### src/rtl/bram_ld_buffer_pkg.sv
// Shared token types for the BRAM load path and the load-buffer framing FSM.
package pkg_en;

  typedef struct packed {
    logic        v;
    logic        a;
    logic        r;
    logic        c;
    logic [7:0]  i;
    logic [31:0] d;
  } FTk_t;

  typedef struct packed {
    logic n;
    logic t;
    logic v;
    logic c;
  } BTk_t;

endpackage

package pkg_bram_if;

  // Words the BRAM still emits after nack: registered nack + LdEn stage + read-data stage.
  localparam int BRAM_LD_SLACK = 3;

  typedef enum logic [1:0] {
    LDB_IDLE,
    LDB_STREAM,
    LDB_DRAIN
  } fsm_bram_ldbuf;

endpackage

### src/rtl/bram_ld_buffer_fifo.sv
// Synchronous FTk_t FIFO whose head is read straight from storage flops (no bypass path).
module bram_ld_fifo
  import pkg_en::*;
#(
  parameter int DEPTH     = 8,
  parameter int WIDTH_CNT = $clog2(DEPTH) + 1
) (
  input  logic                 clock,
  input  logic                 reset,
  input  logic                 push_i,
  input  logic                 pop_i,
  input  FTk_t                 data_i,
  output FTk_t                 head_o,
  output logic [WIDTH_CNT-1:0] count_o,
  output logic [WIDTH_CNT-1:0] count_next_o,
  output logic                 full_o,
  output logic                 empty_o
);

  localparam int PW = $clog2(DEPTH);

  FTk_t                 mem_q [DEPTH];
  logic [PW-1:0]        wr_ptr_q;
  logic [PW-1:0]        rd_ptr_q;
  logic [WIDTH_CNT-1:0] count_q;

  assign count_o = count_q;
  assign full_o  = (count_q == WIDTH_CNT'(DEPTH));
  assign empty_o = (count_q == '0);

  // NOTE: every variable assigned in always_comb gets a default first so no latch is inferred.
  always_comb begin
    count_next_o = count_q;
    case ({push_i, pop_i})
      2'b10:   count_next_o = count_q + WIDTH_CNT'(1);
      2'b01:   count_next_o = count_q - WIDTH_CNT'(1);
      default: count_next_o = count_q;
    endcase
  end

  always_comb begin
    head_o = '0;
    if (!empty_o) begin
      head_o   = mem_q[rd_ptr_q];
      head_o.v = 1'b1;
    end
  end

  always_ff @(posedge clock) begin
    if (reset) begin
      wr_ptr_q <= '0;
      rd_ptr_q <= '0;
      count_q  <= '0;
    end else begin
      if (push_i) wr_ptr_q <= wr_ptr_q + PW'(1);
      if (pop_i)  rd_ptr_q <= rd_ptr_q + PW'(1);
      count_q <= count_next_o;
    end
  end

  // NOTE: storage is deliberately not reset; count gates every read, so stale entries are never seen.
  always_ff @(posedge clock) begin
    if (push_i) mem_q[wr_ptr_q] <= data_i;
  end

endmodule

### src/rtl/bram_ld_buffer.sv
// Elastic BRAM load buffer: absorbs in-flight words after nack, tracks acquire/release framing.
module bram_ld_buffer
  import pkg_en::*;
  import pkg_bram_if::*;
#(
  parameter int DEPTH     = 8,
  parameter int SLACK     = BRAM_LD_SLACK,
  parameter int WIDTH_CNT = $clog2(DEPTH) + 1
) (
  input  logic                 clock,
  input  logic                 reset,
  input  FTk_t                 I_FTk,
  output BTk_t                 O_BTk,
  output FTk_t                 O_FTk,
  input  BTk_t                 I_BTk,
  output logic [WIDTH_CNT-1:0] O_Count,
  output logic                 O_Busy,
  output logic                 O_Err
);

  fsm_bram_ldbuf        state_q;
  logic                 nack_q;
  logic                 err_q;

  FTk_t                 head;
  logic [WIDTH_CNT-1:0] count;
  logic [WIDTH_CNT-1:0] count_next;
  logic                 full;
  logic                 empty;
  logic                 pop;
  logic                 push;
  logic                 in_window;
  logic                 overflow;
  logic                 drain_drop;
  logic                 unused_btk;

  assign pop        = head.v & ~I_BTk.n;
  assign in_window  = I_FTk.v & (state_q != LDB_DRAIN);
  assign push       = in_window & (~full | pop);
  assign overflow   = in_window & full & ~pop;
  assign drain_drop = I_FTk.v & (state_q == LDB_DRAIN);
  assign unused_btk = ^{I_BTk.v, I_BTk.c};

  bram_ld_fifo #(
    .DEPTH     (DEPTH),
    .WIDTH_CNT (WIDTH_CNT)
  ) u_fifo (
    .clock        (clock),
    .reset        (reset),
    .push_i       (push),
    .pop_i        (pop),
    .data_i       (I_FTk),
    .head_o       (head),
    .count_o      (count),
    .count_next_o (count_next),
    .full_o       (full),
    .empty_o      (empty)
  );

  // NOTE: sequential state uses non-blocking assignments only, so every register samples pre-edge values.
  always_ff @(posedge clock) begin
    if (reset) begin
      state_q <= LDB_IDLE;
      nack_q  <= 1'b0;
      err_q   <= 1'b0;
    end else begin
      // Nack leads the FIFO by SLACK entries so the BRAM's in-flight words always fit.
      nack_q <= (DEPTH - int'(count_next)) <= SLACK;
      if (overflow || drain_drop) err_q <= 1'b1;
      case (state_q)
        LDB_IDLE: begin
          if (push && I_FTk.a) state_q <= I_FTk.r ? LDB_DRAIN : LDB_STREAM;
        end
        LDB_STREAM: begin
          if (I_BTk.t || (push && I_FTk.r)) state_q <= LDB_DRAIN;
        end
        LDB_DRAIN: begin
          if (empty || ((count == WIDTH_CNT'(1)) && pop)) state_q <= LDB_IDLE;
        end
        default: state_q <= LDB_IDLE;
      endcase
    end
  end

  assign O_BTk   = '{n: nack_q, t: I_BTk.t, v: 1'b0, c: 1'b0};
  assign O_FTk   = head;
  assign O_Count = count;
  assign O_Busy  = (state_q != LDB_IDLE) | ~empty;
  assign O_Err   = err_q;

endmodule
### config.mk
export PLATFORM = sky130hd
export DESIGN_NAME = bram_ld_buffer
export DESIGN_NICKNAME = d
export VERILOG_FILES = /design/src/rtl/bram_ld_buffer_pkg.sv /design/src/rtl/bram_ld_buffer_fifo.sv /design/src/rtl/bram_ld_buffer.sv
export SDC_FILE = /design/constraint.sdc
export NUM_CORES = 1
export LEC_CHECK = 0
export CELL_PAD_IN_SITES_DETAIL_PLACEMENT = 1
export CELL_PAD_IN_SITES_GLOBAL_PLACEMENT = 1
export CORE_MARGIN = 2
export CORE_UTILIZATION = 55
export CTS_CLUSTER_DIAMETER = 200
export CTS_CLUSTER_SIZE = 14
export DETAILED_ROUTE_END_ITERATION = 8
export PLACE_DENSITY_LB_ADDON = 0.1
export SLEW_MARGIN = 25
export SYNTH_ARGS = -nofsm -noshare
export SYNTH_HDL_FRONTEND = slang
export SYNTH_SLANG_ARGS = --single-unit
### constraint.sdc
create_clock -name clock -period 8.35 [get_ports clock]
set_input_delay 1.67 -clock clock [delete_from_list [all_inputs] [get_ports clock]]
set_output_delay 1.67 -clock clock [all_outputs]
set_load 0.005 [all_outputs]
==> results.ini <==
[critical_path]
path_max_fanout = 46
regToRegSetupSlack_ns = 3.99
path_class = reg -> out
startpoint_type = flop
reg2reg_from = u_fifo.count_o[0]$_SDFF_PP0_
cp-end-kind = output pin
worstPathArrival_ns = 3.68
crit_required_ns = 6.68

[power_and_ir_drop]
powerDensity_nw_per_um2 = 235
totalPowerFinal_mw = 3.83
leakage_nw = 5.02
max-vdd-ir-drop_mv = 0.146

[timing]
rsz0062_at_grt = no
timing.fmax_mhz = 187
maxSlewHeadroom_pct = 33.9
finalMaxSlewViolations = 0
fin_skew_ns = 0.0186
final.setup.worst_slack_ns = 3.00
fin_tns_setup_ns = 0
hold_viol_final = 0
fin_crit_ns = 5.35
fin_crit_sh_pct = 64.1
setup_viol = 0
worstMarginPinSlew_ns = 0.991

[clock_tree]
cts_resized = 0
clk_latency_ns = 0.55
cts_buffers = 29
cts.sinks = 361
cts_tree = yes
postCtsSetupBuffers = 0
clk_pin_slew_ns = 0.07
clock-root-buffer = clkbuf_16
holdBufCountCts = 0
htree_levels = 1
clockBufferDepth = 3

[die]
core_sq_um = 25200
num_rows = 58
dieArea_sq_um = 27000
die_y_microns = 164
start_util_pct = 56.1
die_w_microns = 164
pin_count = 104

[logic_synthesis]
synthCells = 667
yosysWarnings = 0
yosysSeqAreaShare_pct = 75.5
synth_area_sq_um = 14100
ys_ff_latch = 361
ys_types = 45
syn_avg_cell_area_sq_um = 21.2

[finish]
nFillCells = 2068
drive_gt1_share_pct = 18.5
area_growth_pct = 15.3
fin_cells = 1136
nNetsFinal = 840
layout.area.seq_sq_um = 10700
multi_input_area_sq_um = 3200
fin_util_pct = 64.7

[drt]
drt_pre_antenna_iters = 5
ant_nets = 0
route.vias.total = 6763
viasPerCell = 5.95
wire_per_inst_microns = 25.7
drc = 0
totalWireLength_microns = 29200
drt_iter0_drc = 450

[place]
dp.final_hpwl_microns = 16800
dp_cells = 1080
io_buffers = 99
post-place-ws_ns = 3.43
place.gp.congestion = 0.723

[grt]
grt-ovfl-total = 0
grt_pass1_wl_microns = 44200
grt_max_degree = 47
first_global_vias = 7525
antenna_found_initial = 2
grt_util_all_layers_pct = 22.4

[run]
maxCapViolCount = 0

[min_path]
worstHoldPathType = reg -> reg
hold_start = O_Err$_SDFFE_PP0P_

[run_status]
status = finished clean

==> report_power, final <==
group / internal [mW] / switching [mW] / total, mW
Combinational: 0.275 / 0.237 / 0.512
Sequential: 2.04 / 0.0430 / 2.08
Clock: 0.654 / 0.587 / 1.24
Total: 2.96 / 0.867 / 3.83
==> area by class of cell <==
type,count,area share [%]
clock inverters,2,0.0845
multi-input cells,261,19.6
inverters,10,0.230
diodes,2,0.0307
repair buffers,118,6.98
flip-flops and latches,361,65.5
well taps,330,2.53
clock buffers,52,4.98
==> cells in the final DEF, fill, tap and decap left out, types with 4 or more instances in the layout <==
master           netlist  final
edfxtp_1             344    344
clkdlybuf4s50_1        0     99
mux4_2                79     79
nor2_1                56     54
mux2i_1               44     44
clkbuf_16              0     29
clkbuf_1              12     23
buf_4                  9     18
dfxtp_1               17     14
nand2_1               12     12
ha_1                   9      9
mux4_1                 7      7
a21oi_1                7      7
nand2b_1               6      6
inv_2                  5      5
inv_1                  5      5
nor3_1                 7      5
nor3b_2                1      4
==> Yosys cell counts, drive strengths merged <==
cell	count	area, sq um
a41o	1	10.0
a221oi	1	8.76
a2bb2oi	1	8.76
and3	1	6.26
nor2b	3	18.8
clkbuf	16	75.1
a211o	2	17.5
a22o	1	8.76
or3	1	6.26
inv	10	37.5
a211oi	1	7.51
nand4b	1	8.76
mux4	86	1960
edfxtp	344	10300
nor2	56	210
nor4b	1	8.76
o21ai	1	5.00
ha	9	113
dfxtp	17	340
mux2	1	11.3
mux2i	44	440
o21a	2	16.3
a21oi	7	35.0
buf	20	204
a31oi	1	6.26
nand2b	6	37.5
nor3	7	35.0
nand2	12	45.0
or2	1	6.26
nor3b	5	42.5
o311ai	1	8.76
nand3	2	15.0
o2111a	1	11.3
conb	1	3.75
xor2	2	17.5
xnor2	1	8.76
==> sequential cells by signal, summed over array words and instances, names as in the netlist, named ones only <==
name,count
O_Err,1
nack_q,1
u_fifo.rd_ptr_q,3
u_fifo.mem_q,344
u_fifo.count_o,4
u_fifo.wr_ptr_q,3
state_q,2
==> worst paths after layout <==
path                              to  cells after the start
setup / recovery           O_FTk[37]                      5
hold / removal    O_Err$_SDFFE_PP0P_                      2
setup reg to reg   nack_q$_SDFF_PP0_                     14
hold reg to reg   O_Err$_SDFFE_PP0P_                      2
==> critical path: stages, from the launching register on <==
cell	delay [ns]
dfxtp_4	0.87
buf_4	0.83
mux4_1	0.67
mux2i_1	0.15
nor2_1	0.06
clkdlybuf4s50_1	0.49
==> kinds of logic (layout without fill, tap and decap cells) <==
| logic type | Yosys count | after routing | share of synthesized area [%] |
|---|---|---|---|
| AOI/OAI and AO/OA | 20 | 20 | 1.02 |
| xor gates and xnor gates | 3 | 3 | 0.186 |
| adders and majority gates | 9 | 9 | 0.797 |
| buffers and inverters | 46 | 182 | 2.24 |
| DFF | 361 | 361 | 75.5 |
| muxes | 131 | 131 | 17.1 |
| other | 1 | 4 | 0.0265 |
| and+or+nand+nor | 96 | 96 | 3.12 |
==> per-stage QoR <==
stage / hold slack (ns) / cell area [sq um]
3_3_place_gp: 0.460 / 15500
3_5_place_dp: 0.465 / 15500
5_1_grt: 0.531 / 16300
6_report: 0.480 / 16300
4_1_cts: 0.486 / 16300
2_1_floorplan: 0.454 / 14100
==> routing by layer <==
layer / wire length, microns / GRT usage [%] / vias to the layer above / part of all wire (%)
met5: 0 / 0 / - / 0
met4: 790 / 8.09 / 0 / 2.7
met3: 1290 / 2.83 / 73 / 4.4
met2: 15000 / 38.9 / 198 / 51
met1: 12100 / 29.3 / 3549 / 41
li1: - / - / 2943 / -
(Power assumes the default switching activity.)
